File: src/rtl/mips_ctrl_pkg.sv
// Shared encodings for the multicycle MIPS controller: states, opcodes,
// Funct codes, ALU operations and the datapath mux select values.
package mips_ctrl_pkg;

  typedef enum logic [3:0] {
    S_FETCH     = 4'd0,
    S_DECODE    = 4'd1,
    S_MEM_ADDR  = 4'd2,
    S_MEM_READ  = 4'd3,
    S_MEM_WB    = 4'd4,
    S_MEM_WRITE = 4'd5,
    S_R_EXEC    = 4'd6,
    S_R_WB      = 4'd7,
    S_BRANCH    = 4'd8,
    S_JUMP      = 4'd9,
    S_I_EXEC    = 4'd10,
    S_I_WB      = 4'd11,
    S_JR        = 4'd12,
    S_JAL       = 4'd13
  } state_t;

  localparam logic [5:0] OP_RTYPE = 6'h00;
  localparam logic [5:0] OP_J     = 6'h02;
  localparam logic [5:0] OP_JAL   = 6'h03;
  localparam logic [5:0] OP_BEQ   = 6'h04;
  localparam logic [5:0] OP_BNE   = 6'h05;
  localparam logic [5:0] OP_ADDI  = 6'h08;
  localparam logic [5:0] OP_ORI   = 6'h0D;
  localparam logic [5:0] OP_LUI   = 6'h0F;
  localparam logic [5:0] OP_LW    = 6'h23;
  localparam logic [5:0] OP_SW    = 6'h2B;

  localparam logic [5:0] FN_SLL = 6'h00;
  localparam logic [5:0] FN_SRL = 6'h02;
  localparam logic [5:0] FN_JR  = 6'h08;
  localparam logic [5:0] FN_ADD = 6'h20;
  localparam logic [5:0] FN_SUB = 6'h22;
  localparam logic [5:0] FN_AND = 6'h24;
  localparam logic [5:0] FN_OR  = 6'h25;
  localparam logic [5:0] FN_NOR = 6'h27;

  localparam logic [2:0] ALU_ADD   = 3'b000;
  localparam logic [2:0] ALU_SUB   = 3'b001;
  localparam logic [2:0] ALU_FUNCT = 3'b010;
  localparam logic [2:0] ALU_OR    = 3'b011;
  localparam logic [2:0] ALU_LUI   = 3'b100;

  localparam logic [1:0] REGDST_RT = 2'b00;
  localparam logic [1:0] REGDST_RD = 2'b01;
  localparam logic [1:0] REGDST_RA = 2'b10;

  localparam logic [1:0] MEMTOREG_ALU = 2'b00;
  localparam logic [1:0] MEMTOREG_MDR = 2'b01;
  localparam logic [1:0] MEMTOREG_PC  = 2'b10;

  localparam logic [1:0] SRCA_PC    = 2'b00;
  localparam logic [1:0] SRCA_REG   = 2'b01;
  localparam logic [1:0] SRCA_SHAMT = 2'b10;

  localparam logic [1:0] SRCB_REG   = 2'b00;
  localparam logic [1:0] SRCB_FOUR  = 2'b01;
  localparam logic [1:0] SRCB_IMM   = 2'b10;
  localparam logic [1:0] SRCB_BROFF = 2'b11;

  localparam logic [1:0] PCSRC_ALU    = 2'b00;
  localparam logic [1:0] PCSRC_ALUOUT = 2'b01;
  localparam logic [1:0] PCSRC_JUMP   = 2'b10;
  localparam logic [1:0] PCSRC_REG    = 2'b11;

  typedef struct packed {
    logic       pcWrite;
    logic       iorD;
    logic       memRead;
    logic       memWrite;
    logic       irWrite;
    logic       regWrite;
    logic [1:0] regDst;
    logic [1:0] memtoReg;
    logic [1:0] aluSrcA;
    logic [1:0] aluSrcB;
    logic       extOp;
    logic [2:0] aluOp;
    logic [1:0] pcSource;
    logic       instrDone;
  } ctrl_t;

  // R-type functions executed through R_EXEC; jr is routed separately.
  function automatic logic funct_supported(input logic [5:0] f);
    return (f == FN_ADD) || (f == FN_SUB) || (f == FN_AND) || (f == FN_OR) ||
           (f == FN_NOR) || (f == FN_SLL) || (f == FN_SRL);
  endfunction

endpackage

File: src/rtl/multicycle_output_decoder.sv
// Combinational decode of the controller state (plus the few live inputs)
// into every datapath select and write enable.
module multicycle_output_decoder
  import mips_ctrl_pkg::*;
(
  input  state_t      state_i,
  input  logic [5:0]  opcode_i,
  input  logic [5:0]  funct_i,
  input  logic        zero_i,
  input  logic        memReady_i,
  output ctrl_t       ctrl_o
);

  always_comb begin
    ctrl_o = '0;
    case (state_i)
      S_FETCH: begin
        ctrl_o.memRead  = 1'b1;
        ctrl_o.aluSrcA  = SRCA_PC;
        ctrl_o.aluSrcB  = SRCB_FOUR;
        ctrl_o.aluOp    = ALU_ADD;
        ctrl_o.pcSource = PCSRC_ALU;
        ctrl_o.irWrite  = memReady_i;
        ctrl_o.pcWrite  = memReady_i;
      end
      S_DECODE: begin
        ctrl_o.aluSrcA = SRCA_PC;
        ctrl_o.aluSrcB = SRCB_BROFF;
        ctrl_o.aluOp   = ALU_ADD;
      end
      S_MEM_ADDR: begin
        ctrl_o.aluSrcA = SRCA_REG;
        ctrl_o.aluSrcB = SRCB_IMM;
        ctrl_o.extOp   = 1'b1;
        ctrl_o.aluOp   = ALU_ADD;
      end
      S_MEM_READ: begin
        ctrl_o.iorD    = 1'b1;
        ctrl_o.memRead = 1'b1;
      end
      S_MEM_WB: begin
        ctrl_o.regDst    = REGDST_RT;
        ctrl_o.memtoReg  = MEMTOREG_MDR;
        ctrl_o.regWrite  = 1'b1;
        ctrl_o.instrDone = 1'b1;
      end
      S_MEM_WRITE: begin
        ctrl_o.iorD      = 1'b1;
        ctrl_o.memWrite  = 1'b1;
        ctrl_o.instrDone = memReady_i;
      end
      S_R_EXEC: begin
        // Shifts take their first operand from the shamt field.
        ctrl_o.aluSrcA = ((funct_i == FN_SLL) || (funct_i == FN_SRL)) ? SRCA_SHAMT : SRCA_REG;
        ctrl_o.aluSrcB = SRCB_REG;
        ctrl_o.aluOp   = ALU_FUNCT;
      end
      S_R_WB: begin
        ctrl_o.regDst    = REGDST_RD;
        ctrl_o.memtoReg  = MEMTOREG_ALU;
        ctrl_o.regWrite  = 1'b1;
        ctrl_o.instrDone = 1'b1;
      end
      S_I_EXEC: begin
        ctrl_o.aluSrcA = SRCA_REG;
        ctrl_o.aluSrcB = SRCB_IMM;
        case (opcode_i)
          OP_ADDI: begin
            ctrl_o.aluOp = ALU_ADD;
            ctrl_o.extOp = 1'b1;
          end
          OP_ORI:  ctrl_o.aluOp = ALU_OR;
          OP_LUI:  ctrl_o.aluOp = ALU_LUI;
          default: ctrl_o.aluOp = ALU_ADD;
        endcase
      end
      S_I_WB: begin
        ctrl_o.regDst    = REGDST_RT;
        ctrl_o.memtoReg  = MEMTOREG_ALU;
        ctrl_o.regWrite  = 1'b1;
        ctrl_o.instrDone = 1'b1;
      end
      S_BRANCH: begin
        ctrl_o.aluSrcA   = SRCA_REG;
        ctrl_o.aluSrcB   = SRCB_REG;
        ctrl_o.aluOp     = ALU_SUB;
        ctrl_o.pcSource  = PCSRC_ALUOUT;
        ctrl_o.pcWrite   = ((opcode_i == OP_BEQ) && zero_i) || ((opcode_i == OP_BNE) && !zero_i);
        ctrl_o.instrDone = 1'b1;
      end
      S_JUMP: begin
        ctrl_o.pcSource  = PCSRC_JUMP;
        ctrl_o.pcWrite   = 1'b1;
        ctrl_o.instrDone = 1'b1;
      end
      S_JR: begin
        ctrl_o.pcSource  = PCSRC_REG;
        ctrl_o.pcWrite   = 1'b1;
        ctrl_o.instrDone = 1'b1;
      end
      S_JAL: begin
        // PC already holds PC+4 from FETCH, so it is the link value.
        ctrl_o.regDst    = REGDST_RA;
        ctrl_o.memtoReg  = MEMTOREG_PC;
        ctrl_o.regWrite  = 1'b1;
        ctrl_o.pcSource  = PCSRC_JUMP;
        ctrl_o.pcWrite   = 1'b1;
        ctrl_o.instrDone = 1'b1;
      end
      default: ;
    endcase
  end

endmodule

File: src/rtl/multicycle_control.sv
// Multicycle MIPS controller: state register, next-state logic and the
// sticky illegal-instruction flag; output decode lives in a sub-module.
module multicycle_control
  import mips_ctrl_pkg::*;
(
  input  logic       clk,
  input  logic       reset,
  input  logic [5:0] Opcode,
  input  logic [5:0] Funct,
  input  logic       Zero,
  input  logic       mem_ready,
  output logic       PCWrite,
  output logic       IorD,
  output logic       MemRead,
  output logic       MemWrite,
  output logic       IRWrite,
  output logic       RegWrite,
  output logic [1:0] RegDst,
  output logic [1:0] MemtoReg,
  output logic [1:0] ALUSrcA,
  output logic [1:0] ALUSrcB,
  output logic       ExtOp,
  output logic [2:0] ALUOp,
  output logic [1:0] PCSource,
  output logic       instr_done,
  output logic       illegal,
  output logic [3:0] state
);

  state_t state_q, state_d;
  logic   illegal_q, illegal_d;
  ctrl_t  ctrl, ctrlOut;

  always_ff @(posedge clk) begin
    if (reset) begin
      state_q   <= S_FETCH;
      illegal_q <= 1'b0;
    end else begin
      state_q   <= state_d;
      illegal_q <= illegal_d;
    end
  end

  always_comb begin
    state_d   = state_q;
    illegal_d = illegal_q;
    case (state_q)
      S_FETCH: if (mem_ready) state_d = S_DECODE;
      S_DECODE: begin
        state_d = S_FETCH;
        case (Opcode)
          OP_LW, OP_SW:           state_d = S_MEM_ADDR;
          OP_RTYPE: begin
            if (Funct == FN_JR)              state_d = S_JR;
            else if (funct_supported(Funct)) state_d = S_R_EXEC;
            else                             illegal_d = 1'b1;
          end
          OP_BEQ, OP_BNE:         state_d = S_BRANCH;
          OP_J:                   state_d = S_JUMP;
          OP_JAL:                 state_d = S_JAL;
          OP_ADDI, OP_ORI, OP_LUI: state_d = S_I_EXEC;
          default:                illegal_d = 1'b1;
        endcase
      end
      S_MEM_ADDR:  state_d = (Opcode == OP_SW) ? S_MEM_WRITE : S_MEM_READ;
      S_MEM_READ:  if (mem_ready) state_d = S_MEM_WB;
      S_MEM_WRITE: if (mem_ready) state_d = S_FETCH;
      S_R_EXEC:    state_d = S_R_WB;
      S_I_EXEC:    state_d = S_I_WB;
      default:     state_d = S_FETCH;
    endcase
  end

  multicycle_output_decoder u_decoder (
    .state_i    (state_q),
    .opcode_i   (Opcode),
    .funct_i    (Funct),
    .zero_i     (Zero),
    .memReady_i (mem_ready),
    .ctrl_o     (ctrl)
  );

  // Reset silences every output at once so an abandoned access cannot write.
  assign ctrlOut    = reset ? '0 : ctrl;
  assign PCWrite    = ctrlOut.pcWrite;
  assign IorD       = ctrlOut.iorD;
  assign MemRead    = ctrlOut.memRead;
  assign MemWrite   = ctrlOut.memWrite;
  assign IRWrite    = ctrlOut.irWrite;
  assign RegWrite   = ctrlOut.regWrite;
  assign RegDst     = ctrlOut.regDst;
  assign MemtoReg   = ctrlOut.memtoReg;
  assign ALUSrcA    = ctrlOut.aluSrcA;
  assign ALUSrcB    = ctrlOut.aluSrcB;
  assign ExtOp      = ctrlOut.extOp;
  assign ALUOp      = ctrlOut.aluOp;
  assign PCSource   = ctrlOut.pcSource;
  assign instr_done = ctrlOut.instrDone;
  assign illegal    = reset ? 1'b0 : illegal_q;
  assign state      = reset ? 4'd0 : state_q;

endmodule

File: config.mk
export PLATFORM = sky130hd
export DESIGN_NAME = multicycle_control
export DESIGN_NICKNAME = d
export VERILOG_FILES = /design/src/rtl/mips_ctrl_pkg.sv /design/src/rtl/multicycle_output_decoder.sv /design/src/rtl/multicycle_control.sv
export SDC_FILE = /design/constraint.sdc
export NUM_CORES = 1
export LEC_CHECK = 0
export BUFFER_PORTS_ARGS = -buffer_cell sky130_fd_sc_hd__clkbuf_2
export CORE_ASPECT_RATIO = 0.7
export CORE_MARGIN = 2
export CORE_UTILIZATION = 35
export CTS_BUF_LIST = sky130_fd_sc_hd__clkbuf_4 sky130_fd_sc_hd__clkbuf_8 sky130_fd_sc_hd__clkbuf_16
export DETAILED_ROUTE_END_ITERATION = 8
export PLACE_DENSITY = 0.69
export REMOVE_ABC_BUFFERS = 1
export SLEW_MARGIN = 5
export SYNTH_ARGS = -nofsm -noshare
export SYNTH_HDL_FRONTEND = slang
export SYNTH_SLANG_ARGS = --single-unit
File: constraint.sdc
create_clock -name clk -period 2.4 [get_ports clk]
set_clock_uncertainty 0.1 [all_clocks]
set_input_delay 0.48 -clock clk [delete_from_list [all_inputs] [get_ports clk]]
set_output_delay 0.48 -clock clk [all_outputs]
set_load 0.05 [all_outputs]
==> results by stage, run 1 <==
Floorplanning:
- The overall die width is around 67 um.
- The floorplan has 15 rows.
- In this run the count of I/O pins placed on the die edge is 42.
- The area of the die is ~3200 um2.
- The floorplan die height is roughly 48 um.
- The core region is 2534 um2.
- The initial utilization of the core area, before any placement, comes to 0.3788.

Final layout:
- The proportion of layout cells with a drive suffix above 1 is 0.3582.
- The filler cells instantiated in the layout total 247.
- The area of the multi-input gates is roughly 800 um2.
- The area occupied by registers is 100.1 um2.
- The area growth from synthesis to layout is 46.02%.
- After routing the design area is around 1400 um2.
- 0 antenna diodes ended up in the layout.
- The net count of the finished layout is 218.

Clock network:
- The H-tree depth reported by CTS is 1.
- The tree built by TritonCTS fans out to 5 sinks.
- The count of hold-fix buffers inserted at cts is 0.
- The number of buffers added by the clock tree synthesis step is 3.
- The register clock-pin slew on the reported worst setup and hold paths is roughly 0.030 ns.
- The TritonCTS clock tree is done.
- In this run the clock root is driven by a clkbuf_8.
- The maximum number of buffers from clock root to sink is 2.
- The clock reaches the later pin of the worst-skew pair after 0.22 ns.

Worst setup path:
- The startpoint class of the critical path is an input port.
- The setup path with the least slack is of type in -> out.
- The maximum fanout encountered on the critical timing path is 2.
- The worst setup path is captured at an output pin.
- The slack of the worst reg-to-reg path is 0.31 ns.
- At the worst endpoint, the arrival time is 2.12 ns.
- At the worst endpoint, the required time is between 1.5 and 2 ns.

STA:
- The final count of hold timing violations is 0.
- The setup slack after layout is -0.2966 ns.
- Derived from the worst setup path, the maximum achievable clock frequency is 0.3708 GHz.
- For the pin with the worst max-slew slack, the measured transition is 0.4367 ns.
- The final critical delay including setup and external delays is 2.697 ns.
- The relative max-transition margin is 0.7052.
- The share of the cycle needed by the critical path after routing is 1.124.
- Setup repair after global routing could not meet its margin everywhere.
- The total negative setup slack is -0.5925 ns.
- The count of pins over their slew limit is 0.
- The final-report setup violation count is 2.
- Hold timing on the final database bottoms out at a slack of 0.4934 ns.

Synthesis:
- The sequential fraction of the synthesis area is 0.1043.
- In this run the cell area of the synthesized design comes to 959.7 um2.
- The multiplexer area fraction after synthesis is 0.03129.
- The post-synthesis xor/xnor area fraction is 0.02738.
- The share of synthesized area in the top cell type comes to 0.1043.
- The number of distinct standard cells referenced by the synthesized netlist is 43.
- Yosys attributes the largest share of cell area to dfxtp_1 (10%), o21ai_0 (7.3%), nor3_1 (6.8%), nor2_1 (6.6%), nor2b_1 (5.9%).
- The number of flip-flops and latches in the synthesized netlist is 5.
- The share of synthesized cell area in full adder, half adder and majority cells is 0.
- The number of synthesis warnings is 0.
- dfxtp_1 takes more of the synthesized area than any other cell.
- The synthesized-area fraction occupied by ao, oa, aoi and oai cells came to 0.2973.
- The average size of a mapped cell is 6.232 um2.
- The synthesized instance count is 154.
- Of the total synthesized cell area, the portion taken by AND, OR, NAND and NOR gates is 0.4420.
- By area, the combinational part of the netlist is dominated by simple AND/OR/NAND/NOR gates.

Global route:
- The via count of the first global-routing pass is 1039.
- The met3 demand-to-capacity share in global routing is 0.04941.
- In the global route stage, overall resource usage came out at 0.1952.
- The number of antenna violations at the first check in global routing was 0.
- In the global route stage, met2 resource usage came out at 0.3400.
- The global routing's busiest layer is met2.
- The routing usage on met1 is 0.2567.
- After global routing the overflow that remains totals 0.
- The first-pass GRT wire length is 4685 um.
- The pin count of the biggest net entering global routing is 23.

Placement:
- The HPWL reported at the end of detailed placement is 2355 um.
- Port buffering added between 40 and 50 buffers.
- The congestion estimate from routability-driven global placement came to 0.9803.
- Timing analysis after detailed placement gives a worst setup slack of -0.3302 ns.
- The placed instance area is 1301 um2.

Pwr:
- Summed over all cells, the static leakage comes to 0.0006042 uW.
- Overall power consumption after layout is estimated at 397.3 uW.
- In this run the power density over the cells is roughly 280 nW/um2.
- Across the VDD grid, the largest voltage drop is approximately 0.36 mV.

Routing:
- The number of antenna-violating nets in the routed design is 0.
- The count of routing violations after the opening detailed-route iteration is 73.
- The detailed router placed 1319 vias in this run.
- The pre-antenna-repair detailed-routing pass consisted of 4 iterations.
- For this block, the routed nets add up to 3118 um of wire.
- The average via count per standard cell is 5.613.
- For this run, design rule violations remaining after detail routing come to 0.
- Dividing the detail-routed wire length by the instance count gives 13.27 um.

Status:
- The flow ran to the end, but the final reports show violations.
- The final reports fail on negative setup slack.

Flow run:
- The count of max-cap constraint violations is 0.

Min path:
- The class of the worst hold path is reg -> reg.
placed cells by master (no fill, tap or decap), types with 2 or more instances in the layout:
master / count
buf_12: 3
or3_1: 2
nor2b_1: 6
nand2b_1: 5
nor3_1: 12
nor4b_1: 2
a221oi_1: 2
nand2_1: 14
o221ai_1: 2
a211oi_4: 2
clkbuf_8: 3
a21oi_1: 7
buf_2: 2
buf_4: 19
nand4b_1: 4
o21ai_0: 14
inv_1: 5
nor2b_2: 2
nor2_1: 16
nor4_1: 3
xor2_1: 2
dfxtp_1: 5
o211ai_1: 2
clkbuf_2: 34
nand3_1: 2
a31oi_1: 5
mux2i_1: 3
a22oi_1: 2
worst max-delay path, cell delays in order:
cell,delay [ns]
clkbuf_2,0.08
or2_1,0.23
or4_1,0.50
or3_4,0.37
a211oi_4,0.27
buf_12,0.17
cells in the mapped netlist:
library cell and number:
nor2_1 17, nand2_1 14, o21ai_0 14, nor3_1 13, nor2b_1 9, a21oi_1 7
clkbuf_1 7, a31oi_1 5, dfxtp_1 5, inv_1 5, nand2b_1 5, nand4b_1 4
buf_1 3, buf_2 3, mux2i_1 3, nor4_1 3, a211oi_2 2, a221oi_1 2
a22oi_1 2, nand3_1 2, nor4b_1 2, o211ai_1 2, o221ai_1 2, or3_1 2
or4_1 2, xor2_1 2, a2111oi_0 1, a21boi_0 1, a21o_1 1, a22o_1 1
a41o_1 1, and2_1 1, and3_1 1, buf_4 1, buf_6 1, clkinv_1 1
nor3b_1 1, o311ai_0 1, o31ai_1 1, or2_1 1, or3_4 1, or3b_2 1
xnor2_1 1
metrics by stage:
stage               std cells  utilization
CTS                       235       0.5462
global placement          230       0.5136
finish                    235       0.5531
floorplan                 139            -
global route              235       0.5531
detailed placement        230       0.5136
final cells by class:
type	instances	share of cell area
multi-input cells	128	0.5741
repair buffers	58	0.2732
flip-flops and latches	5	0.07143
clock buffers	4	0.03482
well taps	34	0.03036
inverters	6	0.01607
flip-flops by register name (all words and copies together) (netlist names):
signal     flops
state_q        4
illegal_q      1
cells by family (layout without fill, tap and decap cells):
kind of cell / after synthesis / count (layout)
compound gates: 43 / 43
xor+xnor: 3 / 3
buf+inv: 21 / 68
flops: 5 / 5
mux: 3 / 3
simple gates: 79 / 79
where the power goes:
part           switching [uW]  leakage, uW  internal [uW]
Clock                    40.6    0.0000262            125
Sequential               1.26    0.0000407           86.2
Combinational            92.8     0.000537           51.1
Total                     135     0.000604            263
repair_timing:
action,in CTS,in global routing
setup endpoints to repair,3,8
pin swaps,2,0
setup buffers,1,0
gates resized for setup,5,12
gates cloned,0,0
path summary, 6_finish.rpt:
check / start / to / depth (start not counted)
max reg2reg: state_q[0]$_SDFFE_PP0P_ / state_q[2]$_SDFFE_PP0P_ / 7
max: Opcode[5] / ALUOp[0] / 6
min reg2reg: state_q[3]$_SDFFE_PP0P_ / state_q[3]$_SDFFE_PP0P_ / 3
min: state_q[3]$_SDFFE_PP0P_ / state_q[3]$_SDFFE_PP0P_ / 3
layer usage:
metal	share of wire	vias up
met1	0.42	600
met3	0.075	0
met4	0	0
li1	-	659
met5	0	-
met2	0.50	60
(Power assumes the default switching activity.)
==> run 2, diff against run 1 <==
Settings changed: CORE_UTILIZATION 35 to 43, PLACE_DENSITY 0.69 to 0.83.
==> results by stage, run 2 (synthesis results as in run 1) <==
Status:
- The run finished, with violations left.
- The final reports fail on negative setup slack.

Worst setup path:
- The sort of element at the end of the critical path is an output pin.
- The required time of the critical path is 1.82 ns.
- STA classifies the critical path startpoint as an input port.
- The worst setup path is of the in -> out kind.
- The arrival time of the worst setup path is 2.12 ns.
- The maximum fanout encountered on the critical timing path is 3.

Floorplanning:
- The overall die width is 60.47 um.
- The cell row count is 14.
- The floorplan step defined a die boundary enclosing 2632 um2.
- The floorplan step set the die height to ~44 um.
- The initial utilization of the core area, before any placement, comes to 0.4491.
- The region available for standard cell placement spans 2137 um2.
- The top-level I/O count is 42.

STA:
- Measured against its own limit, the worst slew margin works out to 0.6980.
- For this run, the top clock speed supported by timing is between 0.3 and 0.4 GHz.
- For the pin with the worst max-slew slack, the measured transition is 0.4496 ns.
- The count of pins over their slew limit is 0.
- The total negative setup slack is -0.6314 ns.
- The final count of hold timing violations came to 0.
- Dividing the final minimum period by the clock period gives 1.126.
- The final critical delay including setup and external delays is 2.703 ns.
- The final-report setup violation count is 3.
- Setup slack on the critical path of the routed design comes to -0.3029 ns.
- Setup repair after global routing could not meet its margin everywhere.

Final layout:
- At the end of the flow the core is filled with cells to 0.6546.
- The register with the most flip-flops in the layout has 4 of them.
- For this run, the post-layout net count is 219.
- The most frequent standard cell in the layout excluding fill and tap cells is clkbuf_2.
- The area growth from synthesis to layout is 45.76%.
- The register bank with the most flops is state_q.
- In the final layout, the registers with the most flip-flops are state_q (4), illegal_q (1).
- 0 antenna diodes ended up in the layout.
- In the final layout, the share of cells above drive strength 1 is 0.3663.
- Leaving out fill and tap cells, the most frequent cells in the layout are clkbuf_2 (33), buf_4 (19), nor2_1 (17).

Placement:
- The HPWL reported at the end of detailed placement is around 2300 um.
- The number of buffers added on ports is 41.
- The congestion estimate from routability-driven global placement came to 0.9492.

Global route:
- The met3 demand-to-capacity share in global routing is 0.06269.
- The first-pass GRT wire length is approximately 5100 um.
- For met2 alone, demand over resource in global routing was 0.3848.
- In this run the most used layer during global routing was met2.
- The pin count of the biggest net entering global routing is 23.
- For this run, the total global-route usage over all layers was measured as 0.2495.
- The via count of the first global-routing pass is 1134.
- For this run the aggregate overflow at the end of global routing stands at 0.
- The routing usage on met1 is 0.3580.
- The number of antenna violations at the first check in global routing came to 0.

Clock network:
- The count of hold-fix buffers inserted at cts is 0.
- The number of buffers added by the clock tree synthesis step is 3.
- For the worst-skew pair, the clock arrives at the later sink with an insertion delay of 0.26 ns.
- TritonCTS built the clock tree.
- The register clock-pin slew on the reported worst setup and hold paths is 0.05 ns.
- The number of clock sinks seen by CTS is 5.
- The maximum number of buffers from clock root to sink is 2.
- The cell sitting at the root of the clock tree is a clkbuf_4.
- The H-tree depth reported by CTS is 1.

Pwr:
- The completed layout was analyzed and its total power is approximately 350 uW.
- Power spread over the standard cell area amounts to approximately 250 nW/um2.
- The analysis attributes to cell leakage a power of around 0.0006 uW.
- The worst supply voltage drop on vdd is 0.2296 mV.

Routing:
- The detailed router finished its first iteration with 71 violations.
- The number of antenna-violating nets in the routed design is 0.
- The average wire per cell in the routed design is 13.60 um.
- After detailed routing, the number of vias per cell comes to between 5 and 6.
- For this run, design rule violations remaining after detail routing come to 0.
- The pre-antenna-repair detailed-routing pass consisted of 4 iterations.
- The wire length after detailed routing is 3182 um.
- The routed layout has 1344 vias.

Min path:
- The worst hold path belongs to the class in -> reg.

Flow run:
- The tool flagged a number of max-cap violations equal to 0.
==> run 2: timing repair <==
action | 4_1_cts | 5_1_grt
setup buffers | 1 | 2
gates resized for setup | 7 | 13
endpoints found under the setup margin | 3 | 10
pin swaps | 6 | 5
endpoints found under the hold margin | 0 | 0
==> run 2: final cells by class <==
cell class | count | area (um2)
multi-input cells | 128 | 800.8
fillers | 189 | 738.2
repair buffers | 59 | 400.4
flip-flops and latches | 5 | 101.3
well taps | 32 | 40.04
clock buffers | 4 | 30.03
inverters | 6 | 26.28
==> run 2: through the flow <==
step / instances / hold WS, ns / worst slack (ns) / instance area (um2)
floorplan: 139 / 0.4955 / -1.318 / 888.4
global placement: 228 / 0.4716 / -0.3179 / 1299
detailed placement: 228 / 0.4758 / -0.3453 / 1299
CTS: 233 / 0.4808 / -0.2858 / 1365
global route: 234 / 0.5005 / -0.3349 / 1399
finish: 234 / 0.4750 / -0.3029 / 1399
==> run 2: path summary, 6_finish.rpt <==
| kind | start | to | slack (ns) | cells past startpoint |
|---|---|---|---|---|
| setup / recovery | Opcode[4] | ALUOp[1] | -0.30 | 6 |
| hold / removal | Funct[4] | illegal_q$_SDFFE_PP0P_ | 0.48 | 4 |
| setup reg to reg | state_q[0]$_SDFFE_PP0P_ | state_q[2]$_SDFFE_PP0P_ | 0.29 | 7 |
| hold reg to reg | illegal_q$_SDFFE_PP0P_ | illegal_q$_SDFFE_PP0P_ | 0.48 | 2 |
==> run 2: power breakdown <==
group / total (uW) / switching [uW] / internal [uW]
sequential: 87.2 / 1.42 / 85.8
clock: 119 / 44.3 / 74.7
combinational: 147 / 94.6 / 52.4
==> run 2: worst max-delay path, stage by stage <==
cell and delay (ns):
buf_6 0.09, or2_4 0.24, or4_1 0.47, or3_4 0.38, a211oi_4 0.28, buf_12 0.17
==> run 2: per-layer routing <==
metal	routed length, um	vias to the layer above
met3	282	2
li1	-	654
met4	5	0
met2	1464	79
met1	1430	609
met5	0	-
==> run 3, diff against run 2 <==
Settings changed: CAP_MARGIN set to 25, REMOVE_ABC_BUFFERS 1 to unset.
==> results by stage, run 3 (synthesis results as in run 1) <==
Status:
- The flow ran to the end, but the final reports show violations.
- The final reports fail on negative setup slack.

Routing:
- The count of routing violations after the opening detailed-route iteration is 147.
- The wire length after detailed routing is roughly 3600 um.
- After detailed routing, the number of vias per cell comes to 6.279.
- The number of antenna-violating nets in the routed design is 0.
- The average wire per cell in the routed design is between 15 and 20 um.
- For this run, design rule violations remaining after detail routing come to 0.
- The first TritonRoute pass finished after 5 iterations.
- The via count of the routed design is roughly 1500.

Min path:
- The class of the worst hold path is reg -> reg.

Final layout:
- After the last flow step, the layout net total stands at approximately 220.
- The largest registers in the layout are state_q (4), illegal_q (1).
- In the layout the commonest cells are clkbuf_2 (32), buf_4 (18), nor2_1 (17).
- The flip-flop count of the largest register after layout is 4.
- The filler cell count is 181.
- Counting flops per register, the top entry is state_q.
- The number of antenna cells inserted is 0.
- Of the cells placed in the final design, the portion with a size suffix greater than 1 is 0.4229.
- The final instance count without filler cells is 233.
- The share of the core filled with cells is 0.6991.
- The most frequent standard cell in the layout excluding fill and tap cells is clkbuf_2.
- The synthesis-to-layout area growth is 55.67%.

Worst setup path:
- Walking the worst path, the cells encountered are buf_6 > or2_1 > or4_1 > or3_4 > a211oi_4 > buf_12.
- The worst setup path is launched from an input port.
- The worst setup path is captured at an output pin.
- The highest cell delay on the worst timing path is 0.51 ns.
- The largest individual stage delay along the critical path comes from the cell or4_1.
- The required time of the critical path is 1.82 ns.
- STA puts the critical path data arrival time at 2.14 ns.
- The worst setup path is of the in -> out kind.
- Along the worst path, the maximum fanout reaches 2.

Floorplanning:
- For this design the top-level I/O count stands at 42.
- The area of the die is 2632 um2.
- The region available for standard cell placement spans 2137 um2.
- From bottom edge to top edge, the die measures 43.53 um.
- The initial utilization of the core area, before any placement, comes to 0.4491.
- The floorplan has 14 rows.
- Measured along the x axis, the die boundary spans 60.47 um.

Placement:
- The final weighted congestion in routability-driven placement is 0.9427.
- Detailed placement finished with a half-perimeter wire length of 2601 um.
- The number of buffers added on ports is 41.
- Including well taps, the total number of placed cells is approximately 230.

Global route:
- The first-pass GRT wire length is about 5800 um.
- For this run, the total global-route usage over all layers was measured as 0.2802.
- The via count of the first global-routing pass was 1277.
- The number of antenna violations at the first check in global routing was 0.
- For this run the aggregate overflow at the end of global routing stands at 0.
- The pin count of the biggest net entering global routing is 23.

Clock network:
- For this design, the CTS-stage hold fixing added 0 buffers.
- The number of buffers added by the clock tree synthesis step is 3.
- The TritonCTS clock tree is done.
- The H-tree depth reported by CTS is 1.
- The maximum number of buffers from clock root to sink is 2.
- The register clock-pin slew on the reported worst setup and hold paths is 0.06 ns.
- The clock reaches the later pin of the worst-skew pair after 0.26 ns.
- Clock tree synthesis found a total of 5 sinks.
- The buffer type at the clock tree root is clkbuf_4.

STA:
- Setup violations remaining at the end of the flow were counted as 2.
- The highest clock rate is 0.3683 GHz.
- The final count of hold timing violations is 0.
- The setup slack after layout is -0.3153 ns.
- Counting I/O delays and the setup requirement, the final critical path takes 2.715 ns.
- The count of pins over their slew limit was 0.
- The relative max-transition margin is 0.5894.
- In the finished design, the share of the clock period the worst path needs comes to 1.131.
- For the pin with the worst max-slew slack, the measured transition is between 0.6 and 0.7 ns.
- Setup repair after global routing could not meet its margin everywhere.

Synthesis:
- The net count after synthesis is 170.

Pwr:
- The worst-case IR drop observed on VDD is just under 0.4 mV.
- For this design the ratio of total power to cell area is ~240 nW/um2.
- For this design the static power due to leakage is 0.0006250 uW.

Flow run:
- The count of max-cap constraint violations is 0.
==> run 3: changes by cell type in the layout (fill, tap and decap cells not counted), sizes merged <==
cell and delta:
buf -3, clkbuf +2
==> run 3: metal layers <==
metal,share of wire,global-route usage,up-vias
li1,-,-,657
met1,0.38,0.3927,666
met2,0.46,0.4435,113
met3,0.12,0.06866,27
met4,0.035,0.05217,0
met5,0,0,-
==> run 3: cell type report <==
cell class | count | area, um2 | share of cell area
clock buffers | 4 | 30.03 | 0.02010
inverters | 6 | 26.28 | 0.01759
multi-input cells | 128 | 907.1 | 0.6072
flip-flops and latches | 5 | 101.3 | 0.06784
well taps | 32 | 40.04 | 0.02680
repair buffers | 58 | 389.1 | 0.2605
==> run 3: timing repair <==
action / in CTS / in global routing
cloned: 0 / 0
endpoints found under the setup margin: 5 / 9
resized for setup: 7 / 18
pin swaps: 1 / 4
buffers inserted: 0 / 1
==> run 3: where the power goes <==
part	internal (uW)	leakage [uW]	total [uW]	switching (uW)
Clock	74.6	0.0000184	116	41.5
Sequential	85.9	0.0000412	87.6	1.70
Combinational	54.0	0.000565	157	103
Total	214	0.000625	361	146
==> run 3: path summary, 6_finish.rpt <==
path / cells after the start / from / end / slack, ns
setup reg to reg: 7 / state_q[0]$_SDFFE_PP0P_ / state_q[2]$_SDFFE_PP0P_ / 0.20
setup / recovery: 6 / Opcode[4] / ALUOp[1] / -0.32
hold / removal: 2 / state_q[3]$_SDFFE_PP0P_ / state_q[3]$_SDFFE_PP0P_ / 0.43
hold reg to reg: 2 / state_q[3]$_SDFFE_PP0P_ / state_q[3]$_SDFFE_PP0P_ / 0.43
==> run 3: per-stage QoR <==
step	power [uW]	TNS [ns]	worst slack, ns	cell area, um2	hold WS (ns)
2_1_floorplan	185.8	-1.332	-0.5868	1062	0.4107
3_3_place_gp	229.9	-0.6556	-0.3068	1386	0.4163
5_1_grt	380.4	-0.8214	-0.3704	1494	0.4469
3_5_place_dp	236.3	-0.6881	-0.3200	1386	0.4263
6_report	360.8	-0.6034	-0.3153	1494	0.4337
4_1_cts	355.0	-0.5848	-0.2898	1450	0.4375
==> run 3: critical path, delay by kind of cell <==
| family | cells | cell delay, ns |
|---|---|---|
| buffers and inverters | 2 | 0.26 |
| AOI/OAI and AO/OA | 1 | 0.28 |
| and+or+nand+nor | 3 | 1.12 |
